File: src/rtl/mult_sched_pkg.sv
// Shared types and default widths for the multiplier scheduler.
package mult_sched_pkg;

    localparam int DEF_NUM_REQ            = 4;
    localparam int DEF_MULTIPLICAND_WIDTH = 16;
    localparam int DEF_MULTIPLIER_WIDTH   = 8;

    // Scheduler FSM states.
    typedef enum logic [1:0] {
        IDLE   = 2'd0,
        LAUNCH = 2'd1,
        RUN    = 2'd2,
        RESP   = 2'd3
    } state_e;

endpackage

File: src/rtl/mult_sched_rr_arbiter.sv
// Round-robin arbiter: picks the first set request at or after ptr,
// wrapping from NUM_REQ-1 back to 0.
module rr_arbiter #(
    parameter int NUM_REQ = 4,
    parameter int IDX_W   = $clog2(NUM_REQ)
) (
    input  logic [NUM_REQ-1:0] req,
    input  logic [IDX_W-1:0]   ptr,
    output logic [NUM_REQ-1:0] grant,
    output logic [IDX_W-1:0]   grant_idx,
    output logic               grant_any
);

    int               cand;
    logic [IDX_W-1:0] cand_idx;

    // Scan requesters starting at ptr and take the first one found.
    always_comb begin
        grant     = '0;
        grant_idx = '0;
        grant_any = 1'b0;
        cand      = 0;
        cand_idx  = '0;
        for (int i = 0; i < NUM_REQ; i++) begin
            cand = int'(ptr) + i;
            if (cand >= NUM_REQ) begin
                cand = cand - NUM_REQ;
            end
            cand_idx = IDX_W'(cand);
            if (!grant_any && req[cand_idx]) begin
                grant_any = 1'b1;
                grant_idx = cand_idx;
            end
        end
        if (grant_any) begin
            grant[grant_idx] = 1'b1;
        end
    end

endmodule

File: src/rtl/mult_sched_shift_mult.sv
// Iterative shift-and-add unsigned multiplier. One multiplier bit is
// consumed per cycle and the run stops as soon as no set bits remain, so a
// multiplier whose highest set bit is k keeps busy high for k+1 cycles after
// the start cycle, and a zero multiplier never raises busy.
module shift_mult #(
    parameter int A_WIDTH = 16,
    parameter int B_WIDTH = 8,
    localparam int P_WIDTH = A_WIDTH + B_WIDTH
) (
    input  logic               clk,
    input  logic               rst_n,
    input  logic               start,
    input  logic [A_WIDTH-1:0] multiplicand,
    input  logic [B_WIDTH-1:0] multiplier,
    output logic               busy,
    output logic [P_WIDTH-1:0] product
);

    logic [P_WIDTH-1:0] acc_q, acc_d;
    logic [P_WIDTH-1:0] a_q, a_d;
    logic [B_WIDTH-1:0] b_q, b_d;
    logic               busy_q, busy_d;
    logic [B_WIDTH-1:0] b_shift;

    // Load operands on start, otherwise add-and-shift while busy.
    always_comb begin
        acc_d   = acc_q;
        a_d     = a_q;
        b_d     = b_q;
        busy_d  = busy_q;
        b_shift = b_q >> 1;
        if (start) begin
            acc_d  = '0;
            a_d    = P_WIDTH'(multiplicand);
            b_d    = multiplier;
            busy_d = |multiplier;
        end else if (busy_q) begin
            if (b_q[0]) begin
                acc_d = acc_q + a_q;
            end
            a_d    = a_q << 1;
            b_d    = b_shift;
            busy_d = |b_shift;
        end
    end

    // Datapath registers.
    always_ff @(posedge clk or negedge rst_n) begin
        if (!rst_n) begin
            acc_q  <= '0;
            a_q    <= '0;
            b_q    <= '0;
            busy_q <= 1'b0;
        end else begin
            acc_q  <= acc_d;
            a_q    <= a_d;
            b_q    <= b_d;
            busy_q <= busy_d;
        end
    end

    assign busy    = busy_q;
    assign product = acc_q;

endmodule

File: src/rtl/mult_sched.sv
// Shares one shift_mult between NUM_REQ requesters. A request is granted
// round-robin, its operands are latched, the multiplier is started and the
// result is returned to the owning requester on a shared product bus.
//
// Handshakes: a request transfers on a cycle where req_valid[i] and
// req_ready[i] are both high; requesters hold valid and operands until then.
// A response transfers on a cycle where rsp_valid[i] and rsp_ready[i] are
// both high; rsp_valid and rsp_product stay stable until that cycle.
module mult_sched
    import mult_sched_pkg::*;
#(
    parameter int NUM_REQ            = DEF_NUM_REQ,
    parameter int MULTIPLICAND_WIDTH = DEF_MULTIPLICAND_WIDTH,
    parameter int MULTIPLIER_WIDTH   = DEF_MULTIPLIER_WIDTH,
    localparam int PRODUCT_WIDTH     = MULTIPLICAND_WIDTH + MULTIPLIER_WIDTH
) (
    input  logic                                        clk,
    input  logic                                        rst_n,
    input  logic [NUM_REQ-1:0]                          req_valid,
    output logic [NUM_REQ-1:0]                          req_ready,
    input  logic [NUM_REQ-1:0][MULTIPLICAND_WIDTH-1:0]  req_multiplicand,
    input  logic [NUM_REQ-1:0][MULTIPLIER_WIDTH-1:0]    req_multiplier,
    output logic [NUM_REQ-1:0]                          rsp_valid,
    input  logic [NUM_REQ-1:0]                          rsp_ready,
    output logic [PRODUCT_WIDTH-1:0]                    rsp_product,
    output logic                                        busy,
    output state_e                                      dbg_state
);

    localparam int IDX_W = $clog2(NUM_REQ);

    state_e                        state_q, state_d;
    logic [IDX_W-1:0]              ptr_q, ptr_d;
    logic [IDX_W-1:0]              idx_q, idx_d;
    logic [MULTIPLICAND_WIDTH-1:0] a_q, a_d;
    logic [MULTIPLIER_WIDTH-1:0]   b_q, b_d;
    logic [PRODUCT_WIDTH-1:0]      prod_q, prod_d;

    logic [NUM_REQ-1:0]            arb_grant;
    logic [IDX_W-1:0]              arb_idx;
    logic                          arb_any;

    logic                          sm_start;
    logic                          sm_busy;
    logic [PRODUCT_WIDTH-1:0]      sm_product;

    rr_arbiter #(
        .NUM_REQ (NUM_REQ),
        .IDX_W   (IDX_W)
    ) u_arb (
        .req       (req_valid),
        .ptr       (ptr_q),
        .grant     (arb_grant),
        .grant_idx (arb_idx),
        .grant_any (arb_any)
    );

    shift_mult #(
        .A_WIDTH (MULTIPLICAND_WIDTH),
        .B_WIDTH (MULTIPLIER_WIDTH)
    ) u_mult (
        .clk          (clk),
        .rst_n        (rst_n),
        .start        (sm_start),
        .multiplicand (a_q),
        .multiplier   (b_q),
        .busy         (sm_busy),
        .product      (sm_product)
    );

    // Next-state logic: grant, launch, wait for the multiplier, hand back.
    always_comb begin
        state_d = state_q;
        ptr_d   = ptr_q;
        idx_d   = idx_q;
        a_d     = a_q;
        b_d     = b_q;
        prod_d  = prod_q;
        case (state_q)
            IDLE: begin
                if (arb_any) begin
                    idx_d   = arb_idx;
                    a_d     = req_multiplicand[arb_idx];
                    b_d     = req_multiplier[arb_idx];
                    state_d = LAUNCH;
                end
            end
            LAUNCH: begin
                state_d = RUN;
            end
            RUN: begin
                if (!sm_busy) begin
                    prod_d  = sm_product;
                    state_d = RESP;
                end
            end
            RESP: begin
                if (rsp_ready[idx_q]) begin
                    ptr_d   = (idx_q == IDX_W'(NUM_REQ - 1)) ? '0 : idx_q + 1'b1;
                    state_d = IDLE;
                end
            end
            default: begin
                state_d = IDLE;
            end
        endcase
    end

    // FSM and operand/result registers.
    always_ff @(posedge clk or negedge rst_n) begin
        if (!rst_n) begin
            state_q <= IDLE;
            ptr_q   <= '0;
            idx_q   <= '0;
            a_q     <= '0;
            b_q     <= '0;
            prod_q  <= '0;
        end else begin
            state_q <= state_d;
            ptr_q   <= ptr_d;
            idx_q   <= idx_d;
            a_q     <= a_d;
            b_q     <= b_d;
            prod_q  <= prod_d;
        end
    end

    // Outputs decoded from registered state; req_ready is also held low
    // while reset is asserted so a requester waiting through reset is not
    // told it was accepted.
    always_comb begin
        req_ready = '0;
        rsp_valid = '0;
        if (state_q == IDLE && rst_n) begin
            req_ready = arb_grant;
        end
        if (state_q == RESP) begin
            rsp_valid[idx_q] = 1'b1;
        end
    end

    assign sm_start    = (state_q == LAUNCH);
    assign busy        = (state_q != IDLE);
    assign rsp_product = prod_q;
    assign dbg_state   = state_q;

endmodule

File: config.mk
export PLATFORM = sky130hd
export DESIGN_NAME = mult_sched
export DESIGN_NICKNAME = d
export VERILOG_FILES = /design/src/rtl/mult_sched_pkg.sv /design/src/rtl/mult_sched_rr_arbiter.sv /design/src/rtl/mult_sched_shift_mult.sv /design/src/rtl/mult_sched.sv
export SDC_FILE = /design/constraint.sdc
export NUM_CORES = 1
export LEC_CHECK = 0
export BUFFER_PORTS_ARGS = -buffer_cell sky130_fd_sc_hd__buf_2
export CORE_MARGIN = 2
export CORE_UTILIZATION = 55
export CTS_BUF_LIST = sky130_fd_sc_hd__clkbuf_16
export CTS_CLUSTER_DIAMETER = 80
export DETAILED_ROUTE_END_ITERATION = 8
export PLACE_DENSITY = 0.79
export SLEW_MARGIN = 30
export SYNTH_ARGS = -nofsm -noshare
export SYNTH_HDL_FRONTEND = slang
export SYNTH_SLANG_ARGS = --single-unit
export TNS_END_PERCENT = 5
File: constraint.sdc
create_clock -name clk -period 3.34 [get_ports clk]
set_input_delay 0.334 -clock clk [delete_from_list [all_inputs] [get_ports clk]]
set_output_delay 0.334 -clock clk [all_outputs]
set_load 0.03 [all_outputs]
* After elaboration in Yosys (flattened, before gate mapping) *
Index checks and enable logic that the tools add are counted.

word-level totals
  bits of input ports = 106
  logic and storage cells = 106
  flip-flop bits (word level) = 111

cells by class
  magnitude comparators = 12
  $add $sub $neg = 9
  muxes and demuxes = 47
  reduce and logical (&&, ||, !) cells = 20
  bitwise operators = 1
  equal/unequal tests = 7

operators by type and width
  cell                                                                                 number
  24-bit two-way mux                                                                   5
  16-bit binary-select mux with 2-bit select                                           1
  24-bit adder                                                                         1
  2-bit two-way mux                                                                    12
  8-bit two-way mux                                                                    3
  2-bit by 3-bit less-than comparator with 1-bit output, second input constant         6
  8-bit binary-select mux with 2-bit select                                            1
  16-bit two-way mux                                                                   1
  1-bit two-way mux                                                                    13
  4-bit two-way mux                                                                    3
  1-bit binary-select mux with 2-bit select                                            5
  3-bit greater-or-equal comparator, second input constant                             3
  2-bit one-hot mux with 4 select lines                                                1
  2-bit AND reduction                                                                  4
  8-bit OR reduction                                                                   1
  2-bit by 1-bit subtractor with 2-bit output, second input constant                   4
  7-bit OR reduction                                                                   1
  2-bit by 2-bit adder with 3-bit output, second input constant                        2
  2-bit == test, second input constant                                                 3
  1-bit logical AND                                                                    6
  2-bit != test, second input constant                                                 3
  2-bit nonzero test                                                                   3
  1-bit demux with 2-bit select                                                        2
  2-bit by 1-bit greater-or-equal comparator with 1-bit output, second input constant  2
  8 further kinds                                                                      10

* Longest topological paths before layout *
  depth in word-level cells = 20
  mapped depth = 9
  depth with buffers taken out = 9

* Modules after synthesis *
From an unflattened synthesis, not the netlist that was laid out.

unflattened totals
  cells, all modules = 612
  area total of the unflattened synthesis = 6688.9 um^2

modules (own cells, without submodules)
  module      area each (um^2)  seq. area each (um^2)  cells an instance  times used
  shift_mult  3568.4            1426.4                 394                1
  mult_sched  2909.0            1351.3                 185                1
  rr_arbiter  211.5             0.0                    33                 1

* Worst setup path after synthesis *
Ideal clock, no wire load.

  path type = flip-flop to output port
  start = reg state_q[0] (netlist: dbg_state[0])
  end = out req_ready[3]
  setup slack = 733 ps
  cell stages (with the launch flop) = 8
  data required time = 3006 ps
  arrival = 2273 ps
  path buffers = 0
  path through = dfrtp_1 > inv_1 > ha_1 > inv_1 > a21o_1 > inv_1 > nand2_1 > nor4_1

between the ends
  word-level cells in the longest chain between the ends = 3

RTL lines
  item                    line               RTL
  from (decl)             mult_sched.sv:32   state_e state_q, state_d;
  from (signal assigned)  mult_sched.sv:119  state_q <= state_d;
  2-bit zero test         mult_sched.sv:134  if (state_q == IDLE && rst_n) begin
  1-bit logical AND       mult_sched.sv:134
  4-bit two-way mux       mult_sched.sv:134
  to (decl)               mult_sched.sv:20   output logic [NUM_REQ-1:0] req_ready,

Every way passes these cells.

* Worst setup path in the final report *
  start = reg u_mult.acc_q[0] (netlist: u_mult.product[0])
  end = reg u_mult.acc_q[18] (netlist: u_mult.product[18])

between the ends
  word-level cells in the longest chain between the ends = 4

RTL lines
  item                    line                         RTL
  from (decl)             mult_sched_shift_mult.sv:19  logic [P_WIDTH-1:0] acc_q, acc_d;
  from (signal assigned)  mult_sched_shift_mult.sv:50  acc_q <= '0;
  from (signal assigned)  mult_sched_shift_mult.sv:55  acc_q <= acc_d;
  24-bit adder            mult_sched_shift_mult.sv:39  acc_d = acc_q + a_q;
  24-bit two-way mux      mult_sched_shift_mult.sv:38  if (b_q[0]) begin
  24-bit two-way mux      mult_sched_shift_mult.sv:37  end else if (busy_q) begin
  24-bit two-way mux      mult_sched_shift_mult.sv:32  if (start) begin

Every way passes these cells. The select of a mux whose other input is x is not followed.
A chain may end at the register's enable or synchronous reset.

==> flow_summary.json <==
{
  "outcome": "finished clean",
  "required_ns": 3.58,
  "leakage_nw": 3.94,
  "layout_commonest_cell": "buf_2",
  "drt_drc_violations_left": 0,
  "fin_crit_sh_pct": 80.3,
  "clock_path_buffers": 2,
  "hold_class": "primary input to asynchronous set/reset pin",
  "first_iter_violations": 364,
  "stdcell_count": 938,
  "peakVddDrop_mv": 0.515,
  "first_pass_iters": 4,
  "reg2regPathDepth": 9,
  "ios": 141,
  "fill_cells": 985,
  "grt_max_degree": 66,
  "gp_congestion": 0.898,
  "final.setup.tns_ns": 0,
  "grt_use_total_pct": 23.3,
  "avgSynthCellArea_um2": 10.0,
  "final_cell_mix": "139 x buf_2, 110 x dfrtp_1, 100 x nand2_1",
  "ys.flop_type": "dfrtp_1",
  "dp.cells": 923,
  "ant_nets": 0,
  "grt_pass1_wl_um": 24200,
  "synth_seq_cells": 111,
  "overflow": 0,
  "area_growth_syn_to_layout_pct": 16.6,
  "synth_cell_types": 57,
  "vias": 5242,
  "chipHeight_um": 114,
  "async_flop_share_pct": 100,
  "crit_path_end_kind": "register",
  "maxCapViolCount": 0,
  "clk_pin_slew_ns": 0.06,
  "arrival_ns": 2.92,
  "drt_wl_total_um": 14400,
  "crit_fanout": 5,
  "crit_path_start_kind": "register",
  "p_sw_share_pct": 42.6,
  "clk_latency_ns": 0.35,
  "relSlewSlack_pct": 48.2,
  "row_count": 40,
  "cts.sinks": 111,
  "cts_root_buf": "clkbuf_16",
  "start_util_pct": 55.8,
  "die_w_um": 114,
  "finalSetupViolations": 0,
  "synth_fp_nets": 801,
  "post-route-min-period_ns": 2.68,
  "intPower_w": 0.00369,
  "setup_slack_ns": 0.659,
  "finalMaxSlewViolations": 0,
  "cts_tree": "built",
  "design.core.area_um2": 11900,
  "syn_inst": 662,
  "grt_setup_unrepaired": "no",
  "cts_buffers": 9,
  "p_per_area_nw_per_um2": 832,
  "synth_edf_count": 0,
  "clockPowerShare_pct": 15.1,
  "dpl_worst_slack_ns": 0.693,
  "grt_pass1_vias": 5101,
  "io_buffers": 140,
  "hold_viol": 0,
  "avgViaCountPerCell": 5.59,
  "post_cts_buffers": 0,
  "utilization_pct": 65.1,
  "finish.net_count": 926,
  "synth_area_um2": 6620,
  "skew_ns": 0.00941,
  "fmax_ghz": 0.373,
  "antenna_cells": 0,
  "combPwrFrac_pct": 49.2,
  "ys_warn_count": 0,
  "yosysSeqAreaShare_pct": 42.0,
  "drive_above_1_share_pct": 29.1,
  "wl_per_cell_um": 15.4,
  "place_hpwl_um": 11000,
  "ctsResizeCount": 0,
  "worst_slew_pin_slew_ns": 0.777,
  "h-tree-depth": 3,
  "p_seq_share_pct": 35.7,
  "antenna_found_initial": 0,
  "p_sw_w": 0.00273,
  "ctsHoldBuffers": 0,
  "worstSetupPathType": "register to register",
  "die-area_um2": 12900
}
-- cells in the mapped netlist (all sizes together) (2+ instances only) --
cell / n / area share (%)
inv: 12 / 0.68
and2: 7 / 0.66
o21a: 2 / 0.23
ha: 32 / 6.0
a211oi: 5 / 0.57
o211ai: 5 / 0.57
nand4: 3 / 0.28
o22ai: 3 / 0.28
o21ai: 65 / 5.0
mux2i: 81 / 12
nand2: 100 / 5.7
a21oi: 35 / 2.8
nor4: 5 / 0.47
xor2: 9 / 1.2
mux2: 51 / 8.7
a32oi: 3 / 0.40
buf: 14 / 1.2
o211a: 2 / 0.30
and3: 6 / 0.59
or3: 3 / 0.36
nor3: 9 / 0.68
o21bai: 2 / 0.23
nand3: 13 / 0.98
clkbuf: 23 / 1.3
nor2b: 3 / 0.28
dfrtp: 111 / 42
a31oi: 2 / 0.19
a21o: 10 / 1.1
xnor2: 7 / 0.93
o31ai: 2 / 0.23
nor2: 21 / 1.2
-- cell type report --
class	instances	area (um^2)	area share (%)
clock inverter	6	40.0	0.519
tap	147	184	2.38
sequential	111	2780	36.0
timing repair buffer	151	798	10.3
multi-input combinational	502	3650	47.3
clock buffer	9	225	2.92
inverter	12	45.0	0.584
-- power groups by stage --
stage,Combinational [W],Sequential [W],Clock (W)
final,0.00316,0.00229,0.000973
after global routing,0.00353,0.00237,0.00104
after CTS,0.00318,0.00230,0.000993
after detailed placement,0.00316,0.00232,0
after global placement,0.00307,0.00229,0
after floorplan,0.00233,0.00236,0
-- flip-flops by register name, summed over array words and instances, names as in the netlist --
signal	cells
a_q	16
b_q	8
dbg_state	2
idx_q	2
ptr_q	2
rsp_product	24
u_mult.a_q	24
u_mult.b_q	8
u_mult.busy	1
u_mult.product	24
-- per-layer routing --
layer	share of wire [%]	GRT usage (%)	vias up
li1	-	-	2628
met1	46	31.6	2433
met2	47	38.2	164
met3	4.9	4.04	17
met4	1.9	8.21	0
met5	0	0	-
-- kinds of logic (layout without fill, tap and decap cells) --
group / count (synthesis) / count (layout) / synth area share, %
simple gates: 174 / 174 / 11.7
compound gates: 146 / 146 / 13.3
mux: 133 / 133 / 21.3
flops: 111 / 111 / 42.0
buf+inv: 49 / 178 / 3.18
fa+ha+maj: 33 / 33 / 6.35
xor+xnor: 16 / 16 / 2.12
-- path summary, 6_finish.rpt --
check / start / slack [ns] / to
max in group asynchronous: rst_n / 2.60 / u_mult.busy$_DFF_PN0_
min in group clk: req_multiplicand[41] / 0.42 / a_q[9]$_DFFE_PN0P_
setup / recovery: u_mult.product[0]$_DFFE_PN0P_ / 0.66 / u_mult.product[18]$_DFFE_PN0P_
hold / removal: rst_n / 0.11 / rsp_product[3]$_DFFE_PN0P_
setup reg to reg: u_mult.product[0]$_DFFE_PN0P_ / 0.66 / u_mult.product[18]$_DFFE_PN0P_
hold reg to reg: a_q[8]$_DFFE_PN0P_ / 0.49 / a_q[8]$_DFFE_PN0P_
-- stage by stage --
step                      power (W)  hold WS (ns)  cell area (um^2)
after CTS                   0.00647         0.132              7720
final                       0.00642         0.107              7720
after detailed placement    0.00549         0.476              7450
after floorplan             0.00469        0.0384              6620
after global placement      0.00536         0.468              7450
after global routing        0.00694         0.151              7720
-- worst max-delay path, cell delays in order (launching register included) --
cell and delay (ns):
dfrtp_1 0.39, ha_1 0.25, fa_1 0.41, a21o_1 0.20
a221oi_2 0.32, o21ai_2 0.15, a311o_2 0.45, nand4_1 0.14
mux2i_1 0.18, nand2_1 0.06
Power figures use the tool's default switching activity.
